**config.mk**
```make
export PLATFORM = sky130hd
export DESIGN_NAME = uart_rx_frame_counter_flat
export DESIGN_NICKNAME = d
export VERILOG_FILES = /design/src/rtl/uart_rx_frame_counter_if.sv /design/src/rtl/uart_rx_frame_counter.sv /design/src/flat_wrapper.sv
export SDC_FILE = /design/constraint.sdc
export NUM_CORES = 1
export LEC_CHECK = 0
export ABC_CLOCK_PERIOD_IN_PS = 3600
export CAP_MARGIN = 25
export CORE_UTILIZATION = 40
export DETAILED_ROUTE_END_ITERATION = 6
export GPL_TIMING_DRIVEN = 0
export PLACE_DENSITY = 0.66
export SETUP_SLACK_MARGIN = 0.5
export SYNTH_ARGS = -nofsm -noshare
export SYNTH_HDL_FRONTEND = slang
export SYNTH_SLANG_ARGS = --single-unit
```
**constraint.sdc**
```tcl
create_clock -name i_clk -period 3.6 [get_ports i_clk]
set_input_delay 0.36 -clock i_clk [delete_from_list [all_inputs] [get_ports i_clk]]
set_output_delay 0.36 -clock i_clk [all_outputs]
set_load 0.02 [all_outputs]
```
**src/rtl/uart_rx_frame_counter_if.sv**
```systemverilog
// Interface between the RX FSM / sampler side and the UART RX edge/bit timing engine.
// Optional frame_cnt signal is present only when FRAME_CNT_EN is defined.
interface uart_rx_frame_counter_if #(
    parameter int MAX_PRESCALE   = 32,
    parameter int MAX_DATA_WIDTH = 9,
    parameter int PRSC_WIDTH     = $clog2(MAX_PRESCALE) + 1,
    parameter int BIT_WIDTH      = $clog2(MAX_DATA_WIDTH + 4) + 1,
    parameter int DW_WIDTH       = $clog2(MAX_DATA_WIDTH) + 1
);
    logic                  i_enable;
    logic [PRSC_WIDTH-1:0] i_prescale;
    logic [DW_WIDTH-1:0]   i_data_width;
    logic                  i_parity_en;
    logic                  i_stop2;

    logic [PRSC_WIDTH-2:0] o_edge_cnt;
    logic [BIT_WIDTH-1:0]  o_bit_cnt;
    logic                  o_edge_max;
    logic                  o_sample_stb;
    logic [1:0]            o_field;
    logic                  o_frame_done;
    logic                  o_cfg_err;
`ifdef FRAME_CNT_EN
    logic [15:0]           o_frame_cnt;

    modport master (
        output i_enable, i_prescale, i_data_width, i_parity_en, i_stop2,
        input  o_edge_cnt, o_bit_cnt, o_edge_max, o_sample_stb, o_field,
               o_frame_done, o_cfg_err, o_frame_cnt
    );

    modport slave (
        input  i_enable, i_prescale, i_data_width, i_parity_en, i_stop2,
        output o_edge_cnt, o_bit_cnt, o_edge_max, o_sample_stb, o_field,
               o_frame_done, o_cfg_err, o_frame_cnt
    );
`else
    modport master (
        output i_enable, i_prescale, i_data_width, i_parity_en, i_stop2,
        input  o_edge_cnt, o_bit_cnt, o_edge_max, o_sample_stb, o_field,
               o_frame_done, o_cfg_err
    );

    modport slave (
        input  i_enable, i_prescale, i_data_width, i_parity_en, i_stop2,
        output o_edge_cnt, o_bit_cnt, o_edge_max, o_sample_stb, o_field,
               o_frame_done, o_cfg_err
    );
`endif
endinterface

```
**src/rtl/uart_rx_frame_counter.sv**
```systemverilog
// UART RX edge/bit timing engine: counts oversampling edges per bit and bits per frame.
// Define FRAME_CNT_EN to add a saturating 16-bit completed-frame counter.
module uart_rx_frame_counter #(
    parameter int MAX_PRESCALE   = 32,
    parameter int MAX_DATA_WIDTH = 9,
    parameter int PRSC_WIDTH     = $clog2(MAX_PRESCALE) + 1,
    parameter int BIT_WIDTH      = $clog2(MAX_DATA_WIDTH + 4) + 1,
    parameter int DW_WIDTH       = $clog2(MAX_DATA_WIDTH) + 1
) (
    input logic                    i_clk,
    input logic                    i_rst,
    uart_rx_frame_counter_if.slave bus
);
    localparam int CW = ((BIT_WIDTH > DW_WIDTH) ? BIT_WIDTH : DW_WIDTH) + 1;

    typedef enum logic {ST_IDLE, ST_RUN} state_t;

    typedef struct packed {
        logic [PRSC_WIDTH-1:0] prescale;
        logic [DW_WIDTH-1:0]   dw;
        logic                  par;
        logic                  stop2;
    } cfg_t;

    localparam cfg_t L_CFG_RST = '{prescale: PRSC_WIDTH'(4), dw: DW_WIDTH'(8),
                                   par: 1'b0, stop2: 1'b0};
    localparam logic [PRSC_WIDTH:0] L_ONE_X = (PRSC_WIDTH+1)'(1);

    state_t                r_state;
    cfg_t                  r_cfg;
    logic [PRSC_WIDTH-2:0] r_edge_cnt;
    logic [BIT_WIDTH-1:0]  r_bit_cnt;
    logic                  r_frame_done;
    logic                  r_cfg_err;

    cfg_t                  w_cfg_in;
    logic                  w_in_illegal;
    logic                  w_active;
    logic [PRSC_WIDTH-1:0] w_prsc_m1;
    logic                  w_edge_max;
    logic [CW-1:0]         w_bit_x;
    logic [CW-1:0]         w_dw_x;
    logic [CW-1:0]         w_last_idx;
    logic                  w_last_bit;
    logic [PRSC_WIDTH:0]   w_edge_x;
    logic [PRSC_WIDTH:0]   w_mid;
    logic                  w_sample_stb;
    logic [1:0]            w_field;

    assign w_cfg_in = '{prescale: bus.i_prescale, dw: bus.i_data_width,
                        par: bus.i_parity_en, stop2: bus.i_stop2};

    // Legality is judged on the value being latched so cfg_err appears the cycle after latch.
    assign w_in_illegal = (bus.i_prescale   < PRSC_WIDTH'(4))
                       || (bus.i_prescale   > PRSC_WIDTH'(MAX_PRESCALE))
                       || (bus.i_data_width < DW_WIDTH'(5))
                       || (bus.i_data_width > DW_WIDTH'(MAX_DATA_WIDTH));

    assign w_active   = (r_state == ST_RUN) && !r_cfg_err;
    assign w_prsc_m1  = r_cfg.prescale - PRSC_WIDTH'(1);
    assign w_edge_max = w_active && ({1'b0, r_edge_cnt} == w_prsc_m1);

    assign w_bit_x    = CW'(r_bit_cnt);
    assign w_dw_x     = CW'(r_cfg.dw);
    assign w_last_idx = w_dw_x + CW'(r_cfg.par) + CW'(r_cfg.stop2) + CW'(1);
    assign w_last_bit = (w_bit_x == w_last_idx);

    assign w_edge_x     = (PRSC_WIDTH+1)'(r_edge_cnt);
    assign w_mid        = {1'b0, r_cfg.prescale >> 1};
    assign w_sample_stb = w_active && ((w_edge_x + L_ONE_X == w_mid)
                                    || (w_edge_x == w_mid)
                                    || (w_edge_x == w_mid + L_ONE_X));

    always_comb begin
        w_field = 2'b11;
        if (r_bit_cnt == '0)
            w_field = 2'b00;
        else if (w_bit_x <= w_dw_x)
            w_field = 2'b01;
        else if ((w_bit_x == w_dw_x + CW'(1)) && r_cfg.par)
            w_field = 2'b10;
    end

`ifdef FRAME_CNT_EN
    logic [15:0] r_frame_cnt;
`endif

    // NOTE: sequential state uses non-blocking assignments so every register samples
    // pre-edge values; blocking here would let later statements see updated state.
    always_ff @(posedge i_clk or negedge i_rst) begin
        if (!i_rst) begin
            r_state      <= ST_IDLE;
            r_cfg        <= L_CFG_RST;
            r_edge_cnt   <= '0;
            r_bit_cnt    <= '0;
            r_frame_done <= 1'b0;
            r_cfg_err    <= 1'b0;
`ifdef FRAME_CNT_EN
            r_frame_cnt  <= '0;
`endif
        end else begin
            r_frame_done <= 1'b0;
            case (r_state)
                ST_IDLE: begin
                    if (bus.i_enable) begin
                        r_state   <= ST_RUN;
                        r_cfg     <= w_cfg_in;
                        r_cfg_err <= w_in_illegal;
                    end
                end
                ST_RUN: begin
                    if (!bus.i_enable) begin
                        r_state    <= ST_IDLE;
                        r_edge_cnt <= '0;
                        r_bit_cnt  <= '0;
                    end else if (w_edge_max) begin
                        r_edge_cnt <= '0;
                        if (w_last_bit) begin
                            // Back-to-back frame: new config applies from the next start bit.
                            r_bit_cnt    <= '0;
                            r_frame_done <= 1'b1;
                            r_cfg        <= w_cfg_in;
                            r_cfg_err    <= w_in_illegal;
`ifdef FRAME_CNT_EN
                            if (r_frame_cnt != 16'hFFFF)
                                r_frame_cnt <= r_frame_cnt + 16'd1;
`endif
                        end else begin
                            r_bit_cnt <= r_bit_cnt + BIT_WIDTH'(1);
                        end
                    end else if (!r_cfg_err) begin
                        r_edge_cnt <= r_edge_cnt + (PRSC_WIDTH-1)'(1);
                    end
                end
                default: r_state <= ST_IDLE;
            endcase
        end
    end

    assign bus.o_edge_cnt   = r_edge_cnt;
    assign bus.o_bit_cnt    = r_bit_cnt;
    assign bus.o_edge_max   = w_edge_max;
    assign bus.o_sample_stb = w_sample_stb;
    assign bus.o_field      = w_field;
    assign bus.o_frame_done = r_frame_done;
    assign bus.o_cfg_err    = r_cfg_err;
`ifdef FRAME_CNT_EN
    assign bus.o_frame_cnt  = r_frame_cnt;
`endif

endmodule

```
**src/flat_wrapper.sv**
```systemverilog
// flat-port wrapper written by rule: the top's interface ports become plain ports
module uart_rx_frame_counter_flat 
#(
    parameter int MAX_PRESCALE   = 32,
    parameter int MAX_DATA_WIDTH = 9,
    parameter int PRSC_WIDTH     = $clog2(MAX_PRESCALE) + 1,
    parameter int BIT_WIDTH      = $clog2(MAX_DATA_WIDTH + 4) + 1,
    parameter int DW_WIDTH       = $clog2(MAX_DATA_WIDTH) + 1
)
  (i_clk, i_rst, bus_i_enable, bus_i_prescale, bus_i_data_width, bus_i_parity_en, bus_i_stop2, bus_o_edge_cnt, bus_o_bit_cnt, bus_o_edge_max, bus_o_sample_stb, bus_o_field, bus_o_frame_done, bus_o_cfg_err);
  uart_rx_frame_counter_if #(.MAX_PRESCALE(MAX_PRESCALE), .MAX_DATA_WIDTH(MAX_DATA_WIDTH), .PRSC_WIDTH(PRSC_WIDTH), .BIT_WIDTH(BIT_WIDTH), .DW_WIDTH(DW_WIDTH)) bus_i ();
  input logic i_clk;
  input logic i_rst;
  input wire logic [$bits(bus_i.i_enable)-1:0] bus_i_enable;
  input wire logic [$bits(bus_i.i_prescale)-1:0] bus_i_prescale;
  input wire logic [$bits(bus_i.i_data_width)-1:0] bus_i_data_width;
  input wire logic [$bits(bus_i.i_parity_en)-1:0] bus_i_parity_en;
  input wire logic [$bits(bus_i.i_stop2)-1:0] bus_i_stop2;
  output wire logic [$bits(bus_i.o_edge_cnt)-1:0] bus_o_edge_cnt;
  output wire logic [$bits(bus_i.o_bit_cnt)-1:0] bus_o_bit_cnt;
  output wire logic [$bits(bus_i.o_edge_max)-1:0] bus_o_edge_max;
  output wire logic [$bits(bus_i.o_sample_stb)-1:0] bus_o_sample_stb;
  output wire logic [$bits(bus_i.o_field)-1:0] bus_o_field;
  output wire logic [$bits(bus_i.o_frame_done)-1:0] bus_o_frame_done;
  output wire logic [$bits(bus_i.o_cfg_err)-1:0] bus_o_cfg_err;
  assign bus_i.i_enable = bus_i_enable;
  assign bus_i.i_prescale = bus_i_prescale;
  assign bus_i.i_data_width = bus_i_data_width;
  assign bus_i.i_parity_en = bus_i_parity_en;
  assign bus_i.i_stop2 = bus_i_stop2;
  assign bus_o_edge_cnt = bus_i.o_edge_cnt;
  assign bus_o_bit_cnt = bus_i.o_bit_cnt;
  assign bus_o_edge_max = bus_i.o_edge_max;
  assign bus_o_sample_stb = bus_i.o_sample_stb;
  assign bus_o_field = bus_i.o_field;
  assign bus_o_frame_done = bus_i.o_frame_done;
  assign bus_o_cfg_err = bus_i.o_cfg_err;
  uart_rx_frame_counter #(.MAX_PRESCALE(MAX_PRESCALE), .MAX_DATA_WIDTH(MAX_DATA_WIDTH), .PRSC_WIDTH(PRSC_WIDTH), .BIT_WIDTH(BIT_WIDTH), .DW_WIDTH(DW_WIDTH)) u_core (.i_clk(i_clk), .i_rst(i_rst), .bus(bus_i));
endmodule
```
# Yosys cells after proc, flatten, opt, wreduce, memory -nomap -nowiden
# Cells that the tools add are included.
[classes]
reduce_logical = 14
n_addsub = 9
eq_ne = 12
mux = 24
magnitude_cmp = 5
n_bitwise = 1
[ops]
columns = ["op", "count"]
rows = [
  ["$mux 13", 4],
  ["$mux 5", 6],
  ["$pmux 13 s2", 1],
  ["$add 5x1->6 const B", 3],
  ["$eq 5x6->1", 3],
  ["$add 5x1->5 const B", 2],
  ["$mux 1", 10],
  ["$ne 2x2->1 const B", 4],
  ["$eq 5x7->1", 1],
  ["$eq 7x5->1", 1],
  ["$add 5x1->6", 1],
  ["$add 6x1->6", 1],
  ["$add 6x1->6 const B", 1],
  ["$gt 6x6->1 const B", 1],
  ["$lt 6x3->1 const B", 1],
  ["$sub 6x1->6 const B", 1],
  ["$eq 5x5->1", 1],
  ["$gt 5x4->1 const B", 1],
  ["$le 5x5->1", 1],
  ["$logic_not 5->1", 1],
  ["$logic_or 1x1->1", 5],
  ["$lt 5x3->1 const B", 1],
  ["$logic_and 1x1->1", 4],
  ["$mux 2", 2],
  ["7 further kinds", 8],
]
[totals]
out_inout_bits = 16
ff_bits = 26
input_bits = 16

# Depth between registers and ports, before layout
[logic_depth]
word_depth = 8
depth_mapped = 13
ltp_nobuf = 12

# Worst setup path before layout
# Ideal clock, no wire load.
[synth_timing]
kind = "register to register"
start = "reg u_core.r_cfg[9] in the netlist's numbering"
end = "reg u_core.r_cfg[0] in the netlist's numbering"
setup_ns = 0.125
required_ns = 3.475
path_stages_with_launch = 9
t_arrival_ns = 2.932
setup_slack_ns = 0.542
path_cell_list = "dfstp_2 buf_6 xor3_1 or4_4 nor4_4 inv_2 o31a_4 buf_12 mux2_4"
[synth_via]
elab_chain_len = 5
[synth_rtl]
columns = ["element", "line_no", "source"]
rows = [
  ["start, declared", "uart_rx_frame_counter.sv:30", "cfg_t r_cfg;"],
  ["start signal, assigned", "uart_rx_frame_counter.sv:107", "r_cfg <= w_cfg_in;"],
  ["start signal, assigned", "uart_rx_frame_counter.sv:122", "r_cfg <= w_cfg_in;"],
  ["$sub 6x1->6", "uart_rx_frame_counter.sv:60", "assign w_prsc_m1 = r_cfg.prescale - PRSC_WIDTH'(1);"],
  ["$eq 5x6->1", "uart_rx_frame_counter.sv:61", "assign w_edge_max = w_active && ({1'b0, r_edge_cnt} == w_prsc_m1);"],
  ["$logic_and 1x1->1", "uart_rx_frame_counter.sv:61", ""],
  ["via bus_o_edge_max", "flat_wrapper.sv:21", "output wire logic [$bits(bus_i.o_edge_max)-1:0] bus_o_edge_max;"],
  ["$ne 2x2->1 (no line)", "-", ""],
  ["$reduce_and 4->1 (no line)", "-", ""],
]
# The timed path passes the listed nets, and every way through them passes these cells.
# A chain may end at the register's enable or synchronous reset.

# Final worst setup path
[layout_timing]
start = "reg u_core.r_cfg[9] in the netlist's numbering"
end = "reg u_core.r_cfg[7] in the netlist's numbering"
[layout_via]
elab_chain_len = 5
[layout_rtl]
columns = ["element", "line_no"]
rows = [
  ["$sub 6x1->6", "uart_rx_frame_counter.sv:60"],
  ["$eq 5x6->1", "uart_rx_frame_counter.sv:61"],
  ["$logic_and 1x1->1", "uart_rx_frame_counter.sv:61"],
  ["$ne 2x2->1 (no line)", "-"],
  ["$reduce_and 4->1 (no line)", "-"],
]
# Every way passes these cells.

==> flow_summary_export.csv <==
group,metric,value,unit
logic_synthesis,ys_types,55,
cts,cts-buffers-inserted,3,
global_routing,gr-total-overflow,0,
logic_synthesis,ys_seq_area_share,29.26,%
logic_synthesis,synthMuxAreaShare,8.744,%
logic_synthesis,ys_ff_latch,26,
placement,place_area,2645,um2
route,drc,0,
sta,setup_viol,0,
route,vias,1829,
sta,setup_ws,0.6375,ns
die,core_area,5238,um2
critical_path,crit_slowest_cell,"dfstp_2",
cells_and_area,fin_nets,310,
cts,cts_tree,"yes",
die,dieArea,5883,um2
global_routing,grt_first_pass_wirelength,8.224,mm
route,via_per_inst,5.271,
cells_and_area,drive_above_1_share,17.33,%
cells_and_area,post-route-util,52.77,%
critical_path,startpoint_type,"flip-flop",
status,outcome,"complete, no violations",
critical_path,crit_chain,"buf_6, xor3_1, or4_4, nor4_4, buf_4, inv_2, o31a_4, buf_12, mux2_4",
cts,htree_num_levels,1,
power,p_int,0.6632,mW
global_routing,grt_pass1_vias,1739,
power,power_switching,0.3657,mW
logic_synthesis,synth_flop_cell,"dfrtp_1",
sta,grt_setup_unrepaired,"false",
route,first_iter_violations,85,
cts,clockBufferDepth,2,
power,powerDensity,372.2,nW/um2
power,switching_share,35.54,%
flow_run,maxCapViolations,0,
sta,tightest_slew,0.7540,ns
sta,period_share,82.29,%
min_path,hold_class,"primary input to asynchronous set/reset pin",
logic_synthesis,synthSimpleGateAreaFrac,17.94,%
cts,holdBufCountCts,0,
placement,routabilityCongestion,0.8177,
power,p_total,1.029,mW
route,wl_per_cell,13.65,um
power,pwr-share-comb,45.5,%
critical_path,arrival,3.13,ns
logic_synthesis,synth_edf_count,0,
die,rows,26,
route,routed_wl,4.738,mm
critical_path,crit_path_end_kind,"flip-flop",
logic_synthesis,yosysWarnings,0,
cts,clkLatencyLatePin,0.28,ns
sta,fin_worst_skew,0.004134,ns
placement,hpwl,3.625,mm
critical_path,slowest_delay,0.55,ns
cells_and_area,area_growth,23.82,%
sta,relSlewSlack,49.07,%
power,power.leakage,1.232,nW
power,power_frac_clock,19.2,%
sta,finalCriticalPeriod,2.963,ns
sta,setup_tns,0,ns
cells_and_area,diodes,0,
global_routing,antenna_found_initial,0,
critical_path,cp_data_required_time,3.77,ns
global_routing,grt_use_total,17.31,%
power,ir_drop,177.4,uV
cts,path_clk_slew,0.09,ns
logic_synthesis,synthTopCellsByArea,"dfrtp_1 (27%), ha_1 (8.4%), xnor2_1 (7.1%), mux2_4 (6.7%), inv_1 (3.4%)",
logic_synthesis,synthAdderAreaFrac,9.305,%
power,p_seq_share,35.2,%
logic_synthesis,synth_area,2232,um2
sta,finalMaxSlewViolations,0,
route,first_pass_iters,4,
die,io_pins,32,
die,die_x,76.70,um
logic_synthesis,synth_top_family_by_area,"simple AND/OR/NAND/NOR gates",
logic_synthesis,synth-async-reset-ratio,100.0,%
logic_synthesis,yosysTopAreaCell,"dfrtp_1",
logic_synthesis,netlist.area_leader.share,26.91,%
cts,root_buffer,"clkbuf_8",
critical_path,crit_type,"flip-flop to flip-flop",
logic_synthesis,yosys.area_share.xor_xnor,10.87,%
cts,cts_sinks,26,
logic_synthesis,synth-compound-area-share,14.63,%
global_routing,grt_max_degree,21,
die,die_y,76.70,um
sta,fmax,337.6,MHz
sta,finalHoldViolCount,0,
route,ant_nets,0,
placement,pre_cts_ws,0.5103,ns
critical_path,critPathMaxFanout,10,
logic_synthesis,syn_avg_cell_area,9.539,um2
logic_synthesis,synthCells,234,
logic_synthesis,synth_fp_nets,266,
die,initial_core_util,42.62,%
cells_and_area,postLayoutCellArea,2764,um2
placement,portBuffers,31,
[synthesized netlist by cell type (3+ instances only)]
library cell	count
xor2_1	7
mux2_4	10
a22o_1	3
nand2b_1	3
ha_1	15
o211ai_1	3
inv_1	20
a31oi_1	3
o22ai_1	3
nor4b_1	3
xnor2_1	18
a21oi_1	6
nand3_1	12
nor3_1	8
dfrtp_1	24
o21ai_0	8
mux2_2	4
nand2_1	17
buf_6	4
clkbuf_1	3
o311ai_0	3
nor2_1	13
[layout by cell type (no fill, tap or decap), types with 6 or more instances in the layout]
cell,n
nand2_1,17
ha_1,15
mux2_4,10
dfrtp_1,24
a21oi_1,6
nor3_1,8
nor2_1,13
xor2_1,7
xnor2_1,18
nand3_1,12
o21ai_0,8
buf_4,9
inv_1,20
clkdlybuf4s50_1,27
[kinds of logic after synthesis]
kind of cell | Yosys count
muxes | 14
and+or+nand+nor | 73
xor gates and xnor gates | 26
DFF | 26
adders and majority gates | 16
AOI/OAI and AO/OA | 45
buffers and inverters | 34
[layout make-up]
class	count	area (um2)
inverters	21	78.83
well taps	70	87.58
multi-input cells	174	1378
fillers	482	2474
repair buffers	39	384.1
flip-flops and latches	26	653.1
clock buffers	4	55.05
plain buffers	13	127.6
[power groups by stage]
stage / combinational, mW / sequential (mW) / clock, mW
6_report: 0.469 / 0.362 / 0.198
3_5_place_dp: 0.456 / 0.369 / 0
3_3_place_gp: 0.447 / 0.368 / 0
5_1_grt: 0.519 / 0.367 / 0.210
4_1_cts: 0.459 / 0.363 / 0.198
2_1_floorplan: 0.335 / 0.369 / 0
[final timing paths]
kind	start	to	slack [ns]	cells past startpoint
max	u_core.r_cfg[9]$_DFFE_PN1P_	u_core.r_cfg[7]$_DFFE_PN0P_	0.64	9
min	i_rst	u_core.bus.o_edge_cnt[0]$_DFFE_PN0P_	0.34	1
max reg2reg	u_core.r_cfg[9]$_DFFE_PN1P_	u_core.r_cfg[7]$_DFFE_PN0P_	0.64	9
min reg2reg	u_core.r_cfg[0]$_DFFE_PN0P_	u_core.r_cfg[0]$_DFFE_PN0P_	0.53	1
max in group asynchronous	i_rst	u_core.r_cfg[9]$_DFFE_PN1P_	2.73	2
min in group i_clk	u_core.r_cfg[0]$_DFFE_PN0P_	u_core.r_cfg[0]$_DFFE_PN0P_	0.53	1
[per-layer routing]
metal | vias to the layer above | track usage (%) | routed length, um
li1 | 926 | - | -
met1 | 857 | 24.16 | 2421
met2 | 42 | 27.59 | 2107
met3 | 4 | 1.667 | 133
met4 | 0 | 6.346 | 75
met5 | - | 0 | 0
[sequential cells by signal, summed over array words and instances, names as in the netlist]
name	cells
u_core.bus.o_frame_done	1
u_core.r_state	1
u_core.bus.o_edge_cnt	5
u_core.r_cfg	13
u_core.bus.o_cfg_err	1
u_core.bus.o_bit_cnt	5
[stage by stage]
| stage | instances | hold slack (ns) |
|---|---|---|
| floorplan | 234 | 0.06441 |
| global placement | 335 | 0.5051 |
| detailed placement | 336 | 0.5051 |
| CTS | 341 | 0.3631 |
| global route | 347 | 0.3687 |
| finish | 347 | 0.3447 |
[worst max-delay path, delay by kind of cell, from the launching register on]
kind | cells | cell delay (ns)
buffers and inverters | 4 | 0.50
AO/OA/AOI/OAI | 1 | 0.38
XOR/XNOR | 1 | 0.39
AND/OR/NAND/NOR | 2 | 0.75
flip-flops | 1 | 0.55
multiplexers | 1 | 0.29
[timing repair]
item,CTS,global route
setup endpoints to repair,5,14
gates resized for setup,1,5
pin swaps,2,1
setup buffers,1,6
Note: power is estimated with default switching activity, not from simulation.
